===== config.mk =====
export PLATFORM = sky130hd
export DESIGN_NAME = mux32_rr_arbiter
export DESIGN_NICKNAME = d
export VERILOG_FILES = /design/src/rtl/mux32_rr_arbiter.sv
export SDC_FILE = /design/constraint.sdc
export NUM_CORES = 1
export LEC_CHECK = 0
export ABC_AREA = 1
export CORE_ASPECT_RATIO = 0.7
export CORE_MARGIN = 1
export CORE_UTILIZATION = 50
export CTS_CLUSTER_SIZE = 25
export DETAILED_ROUTE_END_ITERATION = 6
export DONT_BUFFER_PORTS = 1
export PLACE_DENSITY = 0.76
export SLEW_MARGIN = 30
export SYNTH_ARGS = -nofsm -noshare
export SYNTH_HDL_FRONTEND = slang
export SYNTH_SLANG_ARGS = --single-unit

===== constraint.sdc =====
create_clock -name clk -period 6.9 [get_ports clk]
set_input_delay 0.69 -clock clk [delete_from_list [all_inputs] [get_ports clk]]
set_output_delay 0.69 -clock clk [all_outputs]
set_load 0.01 [all_outputs]

===== src/rtl/mux32_rr_arbiter.sv =====
// Round-robin arbiter: 32 requesters share one N-bit valid/ready channel through an internal mux32.
// Optional MUX32_ARB_LOCK_EN adds a lock input that keeps the grant on sel for bursts.

module mux32 #(
    parameter int N = 8
) (
    input  logic [32*N-1:0] in_data,
    input  logic [4:0]      sel,
    output logic [N-1:0]    out_data
);
    assign out_data = in_data[int'(sel)*N +: N];
endmodule

module mux32_rr_arbiter #(
    parameter int N = 8
) (
    input  logic            clk,
    input  logic            rst,
    input  logic [31:0]     req,
    input  logic [32*N-1:0] in_data,
`ifdef MUX32_ARB_LOCK_EN
    input  logic            lock,
`endif
    output logic            out_valid,
    input  logic            out_ready,
    output logic [N-1:0]    out_data,
    output logic [4:0]      sel,
    output logic [31:0]     ack,
    output logic            busy
);

    typedef enum logic {IDLE, GRANT} state_t;

    state_t      state, state_n;
    logic [4:0]  ptr, ptr_n, sel_n;
    logic [31:0] sel_bit, others;
    logic        hold_lock;

    // First set bit of mask searching start, start+1, ... wrapping mod 32.
    function automatic logic [4:0] rr_pick(input logic [31:0] mask, input logic [4:0] start);
        logic [31:0] rot;
        logic [4:0]  idx;
        logic        found;
        rot   = 32'({mask, mask} >> start);
        idx   = '0;
        found = 1'b0;
        for (int unsigned i = 0; i < 32; i++) begin
            if (!found && rot[i]) begin
                idx   = 5'(i);
                found = 1'b1;
            end
        end
        return start + idx;
    endfunction

    always_ff @(posedge clk) begin
        if (rst) begin
            state <= IDLE;
            sel   <= '0;
            ptr   <= '0;
        end else begin
            state <= state_n;
            sel   <= sel_n;
            ptr   <= ptr_n;
        end
    end

    always_comb begin
        state_n = state;
        sel_n   = sel;
        ptr_n   = ptr;
        ack     = '0;
        sel_bit = 32'd1 << sel;
        others  = req & ~sel_bit;
`ifdef MUX32_ARB_LOCK_EN
        hold_lock = lock && req[sel];
`else
        hold_lock = 1'b0;
`endif
        case (state)
            IDLE: begin
                if (|req) begin
                    sel_n   = rr_pick(req, ptr);
                    state_n = GRANT;
                end
            end
            GRANT: begin
                if (out_ready) begin
                    // A reset in the handshake cycle drops the word, so no ack escapes.
                    ack = rst ? '0 : sel_bit;
                    if (!hold_lock) begin
                        ptr_n = sel + 5'd1;
                        if (|others) sel_n = rr_pick(others, sel + 5'd1);
                        else         state_n = IDLE;
                    end
                end
            end
        endcase
    end

    assign out_valid = (state == GRANT);
    assign busy      = out_valid;

    mux32 #(.N(N)) u_mux (
        .in_data  (in_data),
        .sel      (sel),
        .out_data (out_data)
    );

endmodule


=== Word-level counts from Yosys, hierarchy flattened ===
Index checks and enable logic that the tools add are counted.

* Register bits after elaboration: 11
* Output and inout port bits: 47
* Logic and storage cells: 439

* $add $sub $neg: 3
* Equal/unequal tests: 3
* Shifts and indexed selects: 4
* Mux-type cells: 295
* Bitwise operators: 3
* Reductions and logical operators: 128

{| class="wikitable"
|+ Operators with widths
! cell !! count
|-
| $mux W5 || 68
|-
| $shiftx A256 B9 Y8 || 1
|-
| $mux W1 || 222
|-
| $shr A64 B5 Y32 || 2
|-
| $mux W32 || 3
|-
| $reduce_or A32 Y1 || 2
|-
| $logic_and A1 B1 Y1 || 62
|-
| $logic_not A1 Y1 || 62
|-
| $and A32 B32 Y32 || 1
|-
| $not A32 Y32 || 1
|-
| $shl A1 B5 Y32 const A || 1
|-
| $add A5 B5 Y5 || 2
|-
| $pmux W5 S2 || 1
|-
| $add A5 B1 Y5 const B || 1
|-
| $ne A2 B2 Y1 const B || 2
|-
| $reduce_and A3 Y1 || 1
|-
| $ne A2 B1 Y1 const B || 1
|-
| $pmux W1 S2 || 1
|-
| $reduce_and A2 Y1 || 1
|-
| $not A1 Y1 || 1
|}

=== Logic depth before layout (Yosys ltp) ===
* Depth after elaboration: 198
* Mapped depth: 45
* Gate-level depth less buffers: 39

=== Modules after synthesis ===
From an unflattened synthesis, not the netlist that was laid out.

* Cells, all modules: 1868
* Area, all modules: 10015.9 um^2

{| class="wikitable"
|+ By module, submodules not included
! module !! instances !! cells an instance !! area each (um^2) !! sequential area each (um^2)
|-
| mux32_rr_arbiter || 1 || 1259 || 7275.7 || 220.2
|-
| mux32 || 1 || 609 || 2740.1 || 0.0
|}

=== Worst setup path before layout ===
No wires, ideal clock.

* Kind: reg-to-reg
* Start point: register sel[0]
* End point: register sel[4]
* Library setup time: 0.122 ns
* Data arrival time: 6.101 ns
* Required time: 6.778 ns
* Path slack: 0.677 ns
* Cell stages (with the launch flop): 42
* Buffers on the path: 7
* Clock period less this slack: 6.223 ns
* Cells stage by stage: dfxtp_1 buf_2 inv_2 clkbuf_1 clkbuf_1 clkbuf_1 clkbuf_1 ha_1 clkbuf_1 inv_1 buf_1 nand3_1 nand3_1 nand3_1 nand2_1 nand2_1 nand2_1 nand2_1 (+6 left out) nor2_2 nand4_1 nor2_1 nand4_1 nor2_1 nand4_1 nor2_2 nand2_1 o221ai_1 ha_1 inv_1 fa_1 nor2_1 a211oi_1 xor2_1 nand3_2 nand3_2 a21oi_2

* Longest elaborated chain between the ends: 198

{| class="wikitable"
|+ Ends and longest elaborated chain
! element !! line !! RTL
|-
| start: declaration || 27 || <nowiki>output logic [4:0] sel,</nowiki>
|-
| start signal: assignment || 63 || <nowiki>sel <= sel_n;</nowiki>
|-
| parallel branches: the longest is 198 deep, another holds $add A5 B1 Y5 || -- ||
|}

Parallel ways; which one is timed is not known. The select of a mux whose other input is x is not followed.
A chain may end at the register's enable or synchronous reset.

=== Worst setup path in the final report ===
* Start point: register sel[0]
* End point: register sel[2]

Same word-level chain as after synthesis.

==> results.sh <==
export IMPL_detail_route_wl_per_cell_um=24.24
export IMPL_criticalPathCategory="reg -> reg"
export IMPL_antenna_found_initial=5
export IMPL_die_x_um=160.1
export IMPL_h_tree_depth=1
export IMPL_cts_root_buf="clkbuf_16"
export IMPL_ant_nets=0
export IMPL_fmax_ghz=0.1603
export IMPL_coreArea_um2=17120
export IMPL_area_growth_pct=-1.144
export IMPL_synth_most_common_cell="nand3_1"
export IMPL_synthArstFlopShare_pct=0
export IMPL_p_sw_w=0.002854
export IMPL_drc_errors=3
export IMPL_synth_area_leaders="nand3_1 (21%), nand2_1 (15%), o21ai_0 (12%)"
export IMPL_dr_pass1_iters=7
export IMPL_holdBufCountCts=0
export IMPL_io_buffers=0
export IMPL_postSynthCellCount=1706
export IMPL_busiest_layer="met1"
export IMPL_ys_seq_area_share_pct=2.517
export IMPL_relSlewSlack_pct=32.39
export IMPL_hp_class="in -> reg"
export IMPL_cp_depth=33
export IMPL_cts_inserted_buffers=3
export IMPL_synth_edf_count=0
export IMPL_stdcell_count=1849
export IMPL_met2_usage_pct=63.04
export IMPL_met3_usage_pct=16.26
export IMPL_synth_nets=2013
export IMPL_violations="DRC"
export IMPL_synth_top_area_share_pct=20.53
export IMPL_final_setup_skew_ps=3.434
export IMPL_postCtsSetupBuffers=0
export IMPL_via_count=12730
export IMPL_avgViaCountPerCell=6.885
export IMPL_dp_hpwl_um=36570
export IMPL_rsz0062_at_grt="false"
export IMPL_finalWirelength_um=44830
export IMPL_pwr_share_comb_pct=93.6
export IMPL_ys_ff_latch=11
export IMPL_clock_sinks=11
export IMPL_power_w=0.004082
export IMPL_yosysTopAreaCell="nand3_1"
export IMPL_drtIter0Drc=2367
export IMPL_cp_max_fo=35
export IMPL_grt_pass1_vias=10384
export IMPL_status="finished with violations"
export IMPL_fin_ws_ps=661.5
export IMPL_synth_commonest_cells="nand3_1 (359), nand2_1 (349), o21ai_0 (213)"
export IMPL_ir_worst_vdd_v=0.0004518
export IMPL_fin_hold_ws_ps=501.1
export IMPL_dp_cells=1841
export IMPL_cts_resized=0
export IMPL_finalCritPeriodShare_pct=90.41
export IMPL_pwr_share_clk_pct=2.9
export IMPL_clock_latency_ps=260
export IMPL_track_usage_pct=47.41
export IMPL_grt_ovfl_total=0
export IMPL_nets=1922
export IMPL_dieArea_um2=18040
export IMPL_cts_path_max_buffers=2
export IMPL_cts_tree="built"
export IMPL_hold_depth=1
export IMPL_slowest_delay_ps=580
export IMPL_gp_congestion=1.091
export IMPL_cp_required_ps=7010
export IMPL_avgSynthCellArea_um2=5.129
export IMPL_p_per_area_nw_per_um2=472.0
export IMPL_synthDistinctLibCells=59
export IMPL_start_util_pct=51.12
export IMPL_syn_area_um2=8750
export IMPL_num_io_pins=338
export IMPL_ys_warn_count=0
export IMPL_crit_top_cell="nand4_1"
export IMPL_fp_dieH_um=112.7
export IMPL_startpoint_type="flip-flop"
export IMPL_r2r_cells=33
export IMPL_hold_viol=0
export IMPL_critPathSlowestCell="dfxtp_4"
export IMPL_drv_slew=0
export IMPL_path_buf_inv=4
export IMPL_clk_pin_slew_ps=50
export IMPL_grtUsageMet1_pct=69.77
export IMPL_filler_cell_count=1907
export IMPL_ys_flop_type="dfxtp_1"
export IMPL_dpl_worst_slack_ps=850.5
export IMPL_drive_above_1_share_pct=6.382
export IMPL_final_setup_tns_ps=0
export IMPL_period_minus_slack_ps=6239
export IMPL_worst_pin_slew_ps=1011
export IMPL_max_cap_violations=0
export IMPL_grt_pass1_wl_um=65100
export IMPL_power_frac_seq_pct=3.5
export IMPL_rows=40
export IMPL_p_sw_share_pct=69.91
export IMPL_setup_viol=0
export IMPL_internal_power_w=0.001228
export IMPL_crit_family="simple AND/OR/NAND/NOR gates"
export IMPL_grt_max_degree=84
export IMPL_cellLeakagePower_nw=3.790
export IMPL_crit_arrival_ps=6350
export IMPL_end_kind="flip-flop"
[sequential cells by signal (all words and copies together) (netlist names)]
register,flops
ptr,5
busy,1
sel,5
[worst paths after layout]
kind	slack, ps	startpoint	endpoint
worst min register to register	700	ptr[0]	ptr[0]
worst min-delay path	500	rst	busy
worst max register to register	660	sel[0]	sel[2]
worst max-delay path	660	sel[0]	sel[2]
[final cells by class]
class | count | area, um2 | area share, %
well taps | 231 | 289.0 | 3.342
diodes | 4 | 10.01 | 0.1157
repair buffers | 35 | 275.3 | 3.182
flip-flops and latches | 11 | 226.5 | 2.618
clock buffers | 3 | 75.07 | 0.8679
clock inverters | 1 | 5.005 | 0.05786
multi-input cells | 1467 | 7397 | 85.52
inverters | 97 | 371.6 | 4.296
[cells in the final DEF (no fill, tap or decap), types with 3 or more instances in the layout]
cell / Yosys / final
dfxtp_1: 11 / 8
buf_4: 10 / 34
o2111ai_1: 3 / 3
nor3_1: 11 / 11
o22ai_1: 64 / 64
or2_2: 6 / 6
nor2_4: 5 / 5
xor2_1: 4 / 3
a21oi_1: 39 / 39
nand4_2: 5 / 5
nand2_2: 7 / 8
nand3_2: 10 / 10
o21a_1: 9 / 9
clkbuf_16: 0 / 3
inv_2: 6 / 6
diode_2: 0 / 4
a22o_1: 10 / 10
inv_1: 87 / 86
nand3b_1: 3 / 3
a221oi_1: 11 / 11
o41ai_1: 4 / 4
nor2_2: 15 / 15
a31oi_1: 16 / 16
a211oi_1: 13 / 13
nor4_1: 12 / 12
mux2i_1: 3 / 3
o21ai_0: 213 / 213
and2_1: 7 / 7
clkinv_1: 3 / 3
nor2_1: 201 / 201
o21ai_1: 10 / 10
nand3_1: 359 / 359
nand4_1: 37 / 37
ha_1: 14 / 14
nand2_1: 349 / 348
[cell families (layout without fill, tap and decap cells)]
logic type	after synthesis	after routing	share of synthesized area (%)
buf+inv	228	136	13.06
simple gates	1034	1034	54.07
other cells	0	4	0
flops	11	11	2.517
mux	3	3	0.3432
compound gates	409	409	27.06
fa+ha+maj	16	16	2.460
xor+xnor	5	5	0.5005
[layer usage]
| layer | vias up | wire length (um) | part of all wire (%) |
|---|---|---|---|
| li1 | 5808 | - | - |
| met2 | 1102 | 17020 | 38 |
| met1 | 5725 | 18880 | 42 |
| met3 | 93 | 7447 | 17 |
| met4 | 2 | 1471 | 3.3 |
| met5 | - | 13 | 0.029 |
[per-stage QoR]
step / instance area [um2] / util [%]
3_5_place_dp: 8558 / 50.00
3_3_place_gp: 8556 / 49.99
6_report: 8650 / 50.53
2_1_floorplan: 8750 / -
4_1_cts: 8638 / 50.47
5_1_grt: 8650 / 50.53
[power groups by stage]
stage,Combinational (W),Sequential [W],Clock (W)
2_1_floorplan,0.00264,0.0000987,0
3_3_place_gp,0.00358,0.000139,0
3_5_place_dp,0.00362,0.000140,0
4_1_cts,0.00363,0.000139,0.000118
5_1_grt,0.00409,0.000146,0.000122
6_report,0.00382,0.000144,0.000117
No activity file was read; power rests on OpenSTA's default activity.
